`src/rtl/usb_pkg.sv`:
```
// Shared USB receive constants, packet/state types and PID classification.
package usb_pkg;

    localparam logic [7:0] SYNC_BYTE = 8'h80;

    localparam logic [3:0] PID_OUT   = 4'b0001;
    localparam logic [3:0] PID_IN    = 4'b1001;
    localparam logic [3:0] PID_SETUP = 4'b1101;
    localparam logic [3:0] PID_DATA0 = 4'b0011;
    localparam logic [3:0] PID_DATA1 = 4'b1011;
    localparam logic [3:0] PID_ACK   = 4'b0010;
    localparam logic [3:0] PID_NAK   = 4'b1010;
    localparam logic [3:0] PID_STALL = 4'b1110;

    typedef enum logic [1:0] {
        PKT_NONE      = 2'd0,
        PKT_TOKEN     = 2'd1,
        PKT_DATA      = 2'd2,
        PKT_HANDSHAKE = 2'd3
    } pkt_type_t;

    typedef enum logic [3:0] {
        ST_IDLE      = 4'd0,
        ST_RCV_SYNC  = 4'd1,
        ST_RCV_PID   = 4'd2,
        ST_BODY      = 4'd3,
        ST_CHECK_LEN = 4'd4,
        ST_DONE      = 4'd5,
        ST_ERR_WAIT  = 4'd6,
        ST_ERR_EOP   = 4'd7,
        ST_ERR_IDLE  = 4'd8
    } rx_state_t;

    // PKT_NONE doubles as "invalid PID": bad check nibble or unsupported code.
    function automatic pkt_type_t pid_to_type(input logic [7:0] pid_byte);
        pkt_type_t t;
        t = PKT_NONE;
        if (pid_byte[7:4] == ~pid_byte[3:0]) begin
            case (pid_byte[3:0])
                PID_OUT, PID_IN, PID_SETUP:  t = PKT_TOKEN;
                PID_DATA0, PID_DATA1:        t = PKT_DATA;
                PID_ACK, PID_NAK, PID_STALL: t = PKT_HANDSHAKE;
                default:                     t = PKT_NONE;
            endcase
        end
        return t;
    endfunction

endpackage

```
`src/rtl/usb_crc_holdback.sv`:
```
// Two-byte delay line that withholds the newest two bytes (the CRC16 at packet end).
// A write is issued 1 clk after a shift, only once two older bytes are already held.
module usb_crc_holdback (
    input  logic       clk,
    input  logic       n_rst,
    input  logic       clr_i,
    input  logic       shift_i,
    input  logic [7:0] data_i,
    output logic       w_enable_o,
    output logic [7:0] w_data_o
);

    logic [7:0] hb0_q;
    logic [7:0] hb1_q;
    logic [1:0] occ_q;
    logic       w_en_q;
    logic [7:0] w_data_q;

    always_ff @(posedge clk or negedge n_rst) begin
        if (!n_rst) begin
            hb0_q    <= '0;
            hb1_q    <= '0;
            occ_q    <= '0;
            w_en_q   <= 1'b0;
            w_data_q <= '0;
        end else begin
            w_en_q <= 1'b0;
            if (clr_i) begin
                hb0_q <= '0;
                hb1_q <= '0;
                occ_q <= '0;
            end else if (shift_i) begin
                hb1_q <= hb0_q;
                hb0_q <= data_i;
                if (occ_q == 2'd2) begin
                    w_en_q   <= 1'b1;
                    w_data_q <= hb1_q;
                end else begin
                    occ_q <= occ_q + 2'd1;
                end
            end
        end
    end

    assign w_enable_o = w_en_q;
    assign w_data_o   = w_data_q;

endmodule

```
`src/rtl/usb_rx_ctrl.sv`:
```
// USB receive packet FSM: SYNC/PID checks, length rules, error recovery, payload strobes.
// Payload write lands 1 clk after its byte is shifted out of the CRC holdback; no backpressure.
module usb_rx_ctrl
    import usb_pkg::*;
#(
    parameter int MAX_DATA_BYTES = 8,
    parameter int CNT_W          = 5
) (
    input  logic             clk,
    input  logic             n_rst,
    input  logic             d_edge,
    input  logic             shift_enable,
    input  logic             eop,
    input  logic             byte_received,
    input  logic [7:0]       rcv_data,
    output logic             rcving,
    output logic             r_error,
    output logic             w_enable,
    output logic [7:0]       w_data,
    output logic [3:0]       pid,
    output logic [1:0]       pkt_type,
    output logic [CNT_W-1:0] body_count,
    output logic             pkt_done
);

    localparam logic [CNT_W-1:0] CNT_ONE    = CNT_W'(1);
    localparam logic [CNT_W-1:0] CNT_TWO    = CNT_W'(2);
    localparam logic [CNT_W-1:0] DATA_LIMIT = CNT_W'(MAX_DATA_BYTES + 2);

    rx_state_t        state_q, state_d;
    logic [3:0]       pid_q, pid_d;
    pkt_type_t        type_q, type_d;
    logic [CNT_W-1:0] cnt_q, cnt_d;
    logic             done_q, done_d;
    logic             eop_qual;
    logic             len_ok;
    logic             hb_clr;
    logic             hb_shift;
    pkt_type_t        rx_type;

    assign eop_qual = eop & shift_enable;
    assign rx_type  = pid_to_type(rcv_data);

    always_comb begin
        len_ok = 1'b0;
        case (type_q)
            PKT_TOKEN:     len_ok = (cnt_q == CNT_TWO);
            PKT_HANDSHAKE: len_ok = (cnt_q == '0);
            PKT_DATA:      len_ok = (cnt_q >= CNT_TWO);
            default:       len_ok = 1'b0;
        endcase
    end

    always_comb begin
        state_d  = state_q;
        pid_d    = pid_q;
        type_d   = type_q;
        cnt_d    = cnt_q;
        done_d   = 1'b0;
        hb_clr   = 1'b0;
        hb_shift = 1'b0;
        case (state_q)
            ST_IDLE: begin
                if (d_edge) begin
                    state_d = ST_RCV_SYNC;
                    cnt_d   = '0;
                end
            end
            ST_RCV_SYNC: begin
                if (byte_received) begin
                    if (rcv_data == SYNC_BYTE) begin
                        state_d = ST_RCV_PID;
                        hb_clr  = 1'b1;
                    end else begin
                        state_d = ST_ERR_WAIT;
                    end
                end else if (eop_qual) begin
                    state_d = ST_ERR_WAIT;
                end
            end
            ST_RCV_PID: begin
                if (byte_received) begin
                    if (rx_type != PKT_NONE) begin
                        state_d = ST_BODY;
                        pid_d   = rcv_data[3:0];
                        type_d  = rx_type;
                    end else begin
                        state_d = ST_ERR_WAIT;
                    end
                end else if (eop_qual) begin
                    state_d = ST_ERR_WAIT;
                end
            end
            ST_BODY: begin
                // A byte coinciding with EOP is counted before the EOP is acted on.
                if (byte_received) begin
                    if (cnt_q != '1) begin
                        cnt_d = cnt_q + CNT_ONE;
                    end
                    if (type_q == PKT_DATA) begin
                        if (cnt_q >= DATA_LIMIT) begin
                            state_d = ST_ERR_WAIT;
                        end else begin
                            hb_shift = 1'b1;
                        end
                    end
                end
                if (eop_qual && (state_d == ST_BODY)) begin
                    state_d = ST_CHECK_LEN;
                end
            end
            ST_CHECK_LEN: begin
                if (len_ok) begin
                    state_d = ST_DONE;
                    done_d  = 1'b1;
                end else begin
                    state_d = ST_ERR_IDLE;
                end
            end
            ST_DONE: begin
                if (d_edge) begin
                    state_d = ST_IDLE;
                end
            end
            ST_ERR_WAIT: begin
                if (eop_qual) begin
                    state_d = ST_ERR_EOP;
                end
            end
            ST_ERR_EOP: begin
                if (d_edge) begin
                    state_d = ST_ERR_IDLE;
                end
            end
            ST_ERR_IDLE: begin
                if (d_edge) begin
                    state_d = ST_RCV_SYNC;
                    cnt_d   = '0;
                end
            end
            default: state_d = ST_IDLE;
        endcase
    end

    always_ff @(posedge clk or negedge n_rst) begin
        if (!n_rst) begin
            state_q <= ST_IDLE;
            pid_q   <= '0;
            type_q  <= PKT_NONE;
            cnt_q   <= '0;
            done_q  <= 1'b0;
        end else begin
            state_q <= state_d;
            pid_q   <= pid_d;
            type_q  <= type_d;
            cnt_q   <= cnt_d;
            done_q  <= done_d;
        end
    end

    usb_crc_holdback u_holdback (
        .clk        (clk),
        .n_rst      (n_rst),
        .clr_i      (hb_clr),
        .shift_i    (hb_shift),
        .data_i     (rcv_data),
        .w_enable_o (w_enable),
        .w_data_o   (w_data)
    );

    assign rcving     = state_q inside {ST_RCV_SYNC, ST_RCV_PID, ST_BODY, ST_CHECK_LEN, ST_ERR_WAIT};
    assign r_error    = state_q inside {ST_ERR_WAIT, ST_ERR_EOP, ST_ERR_IDLE};
    assign pid        = pid_q;
    assign pkt_type   = type_q;
    assign body_count = cnt_q;
    assign pkt_done   = done_q;

endmodule

```
`config.mk`:
```
export PLATFORM = sky130hd
export DESIGN_NAME = usb_rx_ctrl
export DESIGN_NICKNAME = d
export VERILOG_FILES = /design/src/rtl/usb_pkg.sv /design/src/rtl/usb_crc_holdback.sv /design/src/rtl/usb_rx_ctrl.sv
export SDC_FILE = /design/constraint.sdc
export NUM_CORES = 1
export LEC_CHECK = 0
export CORE_MARGIN = 8
export CORE_UTILIZATION = 53
export CTS_CLUSTER_SIZE = 25
export DETAILED_ROUTE_END_ITERATION = 8
export PLACE_DENSITY = 0.8
export SLEW_MARGIN = 20
export SYNTH_ARGS = -nofsm -noshare
export SYNTH_HDL_FRONTEND = slang
export SYNTH_SLANG_ARGS = --single-unit
```
`constraint.sdc`:
```
create_clock -name clk -period 2.9 [get_ports clk]
set_input_delay 0.29 -clock clk [delete_from_list [all_inputs] [get_ports clk]]
set_output_delay 0.29 -clock clk [all_outputs]
set_load 0.05 [all_outputs]
```
# Yosys cells after proc, flatten, opt, wreduce, memory -nomap -nowiden
# Memories as Yosys holds them, arrays and structs flattened.
# Cells that the tools add are included.
# Widths: inputs -> output; s select.
dict set report classes {
  bitwise 3
  n_eq_ne 24
  magnitude_cmp 2
  n_reduce_logical 14
  muxes 41
  add_sub_neg 2
}
# cell count
set ops {}
lappend ops {{$mux 4} 13}
lappend ops {{$mux 8} 4}
lappend ops {{$pmux 4 s8} 1}
lappend ops {{$eq 4x3->1 const B} 4}
lappend ops {{$mux 5} 3}
lappend ops {{$eq 4x2->1 const B} 3}
lappend ops {{$mux 1} 12}
lappend ops {{$ne 2x2->1 const B} 6}
lappend ops {{$pmux 5 s2} 1}
lappend ops {{$eq 8x8->1 const B} 1}
lappend ops {{$mux 2} 4}
lappend ops {{$reduce_and 4->1} 2}
lappend ops {{$eq 2x2->1 const B} 3}
lappend ops {{$mux 3} 2}
lappend ops {{$reduce_and 3->1} 2}
lappend ops {{$reduce_bool 2->1} 3}
lappend ops {{$add 5x1->5 const B} 1}
lappend ops {{$eq 5x2->1 const B} 1}
lappend ops {{$ge 5x2->1 const B} 1}
lappend ops {{$ge 5x4->1 const B} 1}
lappend ops {{$logic_not 5->1} 1}
lappend ops {{$ne 5x5->1 const B} 1}
lappend ops {{$reduce_bool 5->1} 1}
lappend ops {{$eq 4x1->1 const B} 1}
lappend ops {{other kinds (14)} 14}
dict set report word_totals {
  word_cells 97
  regBits 43
  inputBits 14
  n_memories 1
  rom_bits 32
}
# memory words width read_ports rd_ports_with_merged_regs write_ports line_no
set memory_table {}
lappend memory_table {{(no name shown)} 16 2 1 0 0 usb_pkg.sv:39} ;# case (pid_byte[3:0])

# Longest topological paths before layout
dict set report depth {
  depth_word 9
  ltp_mapped 9
  depth_no_buf 8
}

# By module
# A second synthesis with hierarchy kept.
dict set report hier_totals {
  hier_cells 200
  hier_area_um2 2228.4
}
# module area_each_um2 n_inst cells_each
set modules_own_cells {}
lappend modules_own_cells {usb_rx_ctrl 1131.1 1 119}
lappend modules_own_cells {usb_crc_holdback 1097.3 1 81}

# Worst setup path before layout
# No wires, ideal clock.
dict set report synth_path {
  path_kind {reg-to-reg}
  start {register cnt_q[1], in the netlist body_count[1]}
  end {register cnt_q[0], in the netlist body_count[0]}
  arrival_time_ns 2.015
  setup_slack_ns 0.760
  path_stages_with_launch 9
  path_buffers 1
  synth_period_minus_slack_ns 2.140
  cell_sequence {dfrtp_1 > ha_1 > and3_1 > ha_1 > nor2b_1 > and4_1 > clkbuf_1 > nor2_1 > mux2_2}
}
dict set report synth_between {
  elab_chain_len 3
}
# item line_no
set synth_rtl {}
lappend synth_rtl {{from (decl)} usb_rx_ctrl.sv:33} ;# logic [CNT_W-1:0] cnt_q, cnt_d;
lappend synth_rtl {{from (signal assigned)} usb_rx_ctrl.sv:156} ;# cnt_q <= cnt_d;
lappend synth_rtl {{$ne 5x5->1} usb_rx_ctrl.sv:97} ;# if (cnt_q != '1) begin
lappend synth_rtl {{$ne 2x2->1 (no line)} -}
lappend synth_rtl {{$reduce_and 4->1 (no line)} -}
# Every way passes these cells.
# A chain may end at the register's enable or synchronous reset.

# Worst setup path in the final report
dict set report layout_path {
  start {register state_q[2]}
  end {output r_error}
}
dict set report layout_between {
  elab_chain_len 2
  elab_cells_between_ends 4
}
# item line_no
set layout_rtl {}
lappend layout_rtl {{from (decl)} usb_rx_ctrl.sv:30} ;# rx_state_t state_q, state_d;
lappend layout_rtl {{from (signal assigned)} usb_rx_ctrl.sv:153} ;# state_q <= state_d;
lappend layout_rtl {{$eq 4x3->1 or $eq 4x4->1 (tied branches)} usb_rx_ctrl.sv:172} ;# assign r_error = state_q inside {ST_ERR_WAIT, ST_ERR_EOP, ST_ERR_IDLE};
lappend layout_rtl {{$reduce_bool 3->1 (*)} usb_rx_ctrl.sv:172}
lappend layout_rtl {{to (decl)} usb_rx_ctrl.sv:17} ;# output logic r_error,
# Every way passes the cells marked *; elsewhere a longest branch is shown, timed or not.

==> metrics.txt <==
grt peak-use layer=met2; relative slew slack=0.391; Total Power=roughly 1.7 mW; placed instance area=around 2600 um2; area growth from synthesis to layout=22.3%; cell area after synthesis=2220 um2; CP required=~2.6 ns; min Tclk post-route=2.52 ns; # IOs=37; root cell of the clock tree=clkbuf_8; setup_tns=0 ns; NumNets Final=between 200 and 300; vias=roughly 1600; max_cap viols=0; Clock Path Buffers=2; Final Hold Fails=0; DRT Pass-1 Iters=4; Post-synth EDFFs=0; first-pass GRT wire length=~7700 um; met2 Use GR=0.221; Die Wd=80.8 um; setup ws final=0.384 ns; Finished Cell Area=roughly 2700 um2; Synth Warn #=0; clk slew on worst S/H paths=0.08 ns; Via density=roughly 5.7; syn_nets=220; Starting Density=0.552; Distinct cells, synth=46; number of antenna violations at the first check in global routing=0; Die Y=between 80 and 90 um; Worst VDD drop=between 0.0006 and 0.0007 V; final number of max-transition violations=0; Finished Core Util=0.675; initial drt markers=87; met3 usage=0.0508; die area=6520 um2; htree depth=2; clk_skew=~0.0058 ns; DRC=0; post-synthesis sequential area ratio=0.484; total CTS buffers=5; fillers=327; Gates resized, CTS repair=0; Critical Path Start Type=flip-flop; Total Routing Usage GR=0.152; Port Buffer Count=36; layout cells sized above 1=0.106; DP Worst Slack=0.205 ns; crit path kind=flip-flop to primary output; final wirelength=between 4000 and 5000 um; final estimated routing congestion in global placement=~0.89; multi-input logic area=~1100 um2; RSZ-0062 raised after global routing=no; vias in the first global route=about 1600; Critical Path AT=2.23 ns; status=completed; CTS tree=done; Final Setup Violations=0; ranking of synthesized cells by area=dfrtp_1 48%, a22o_1 7.5%, mux2_1 4.1%; Yosys top cell area share=0.484; Sink Count=43; CP Capture Type=primary output; Post-CTS Setup Bufs=0; largest net degree at the start of global routing=44; period utilization=0.868; number of diodes=0; placed wire-length estimate=about 3300 um; Synth Register Bits=43; Power Density=614 nW/um2; Post-Syn Area per Cell=between 10 and 15 um2; area leader, netlist=dfrtp_1; # rows=23; worst-path maximum fanout=10; FF+latch area=about 1100 um2; Core Footprint=slightly above 4000 um2; worst-margin pin slew=between 0.9 and 1 ns; Leakage=roughly 1.3 nW; GR Util met1=0.203; Post-DRT Antenna Nets=0; worst-skew pair later-pin latency=around 0.29 ns; WL/cell=about 16 um; Synth async-reset ratio=1.00; Max Fclk=around 0.40 GHz; worst hold path type=input port to asynchronous set/reset pin; Post-Synthesis Cells=199; CTS Hold Bufs=0; Post-synth top flop=dfrtp_1; grt total ovfl=0
[placed cells by master (no fill, tap or decap), types with 3 or more instances in the layout]
cell type and count:
mux2i_1 3, ha_1 7, xor2_1 6, clkdlybuf4s50_1 35, nand2b_1 4, dfrtp_1 43
a22o_1 19, nor2_1 13, mux2_1 8, nor2b_1 6, inv_1 8, a211oi_1 3
nand3_1 3, nand2_1 12, a21oi_1 3, mux2_2 7, clkbuf_8 5, nor3_1 6
o21ai_0 5
[per-stage QoR]
step,hold slack (ns),instances
5_1_grt,0.213,286
2_1_floorplan,-0.00559,199
3_3_place_gp,0.464,278
6_report,0.124,286
3_5_place_dp,0.477,278
4_1_cts,0.158,286
[layout make-up]
type,count,area share
multi-input cells,139,0.393
flip-flops and latches,43,0.396
inverters,8,0.0110
repair buffers,38,0.136
clock buffers,5,0.0253
well taps,50,0.0230
clock inverters,3,0.0161
[worst paths after layout]
kind	startpoint	to	slack (ns)	cells after the start
worst max-delay path	state_q[2]$_DFFE_PN0P_	r_error	0.38	3
worst min-delay path	n_rst	pkt_done$_DFF_PN0_	0.12	1
worst max register to register	state_q[2]$_DFFE_PN0P_	pkt_type[0]$_DFFE_PN0P_	0.81	4
worst min register to register	u_holdback.occ_q[0]$_DFFE_PN0P_	u_holdback.occ_q[0]$_DFFE_PN0P_	0.49	1
max in group asynchronous	n_rst	u_holdback.hb0_q[6]$_DFFE_PN0P_	2.20	1
min in group clk	u_holdback.occ_q[0]$_DFFE_PN0P_	u_holdback.occ_q[0]$_DFFE_PN0P_	0.49	1
[layer usage]
layer	routed length, um	up-vias	share of wire
met3	261	5	0.057
li1	-	795	-
met2	2100	33	0.46
met4	74	0	0.016
met5	0	-	0
met1	2140	793	0.47
[synthesized netlist by cell type, types with 3 or more instances]
master / count
dfrtp_1: 43
a22o_1: 19
nor2_1: 13
nand2_1: 12
inv_1: 8
mux2_1: 8
ha_1: 7
mux2_2: 7
nor2b_1: 6
nor3_1: 6
xor2_1: 6
o21ai_0: 5
nand2b_1: 4
a211oi_1: 3
a21oi_1: 3
buf_2: 3
clkbuf_1: 3
mux2i_1: 3
nand3_1: 3
[power by group]
group | total, mW | internal [mW] | switching (mW)
Sequential | 0.700 | 0.635 | 0.0648
Combinational | 0.507 | 0.198 | 0.310
Clock | 0.463 | 0.256 | 0.207
Total | 1.67 | 1.09 | 0.581
[critical path: stages (launching register included)]
cell             delay (ns)
dfrtp_1                0.53
nor2b_1                0.39
a22o_1                 0.20
clkdlybuf4s50_1        0.80
[state kept, by name (all words and copies together) (netlist names)]
| signal | count |
|---|---|
| u_holdback.w_enable_o | 1 |
| u_holdback.hb0_q | 8 |
| u_holdback.w_data_o | 8 |
| body_count | 5 |
| u_holdback.hb1_q | 8 |
| u_holdback.occ_q | 2 |
| state_q | 4 |
| pid | 4 |
| pkt_done | 1 |
| pkt_type | 2 |
[cells by family after synthesis]
kind of cell | after synthesis | share of synthesized area
AO/OA/AOI/OAI | 45 | 0.159
XOR/XNOR | 6 | 0.0236
adder cells (fa/ha/maj) | 7 | 0.0394
buffers and inverters | 17 | 0.0371
flip-flops | 43 | 0.484
multiplexers | 18 | 0.0895
AND/OR/NAND/NOR | 63 | 0.168
Power figures use the tool's default switching activity.
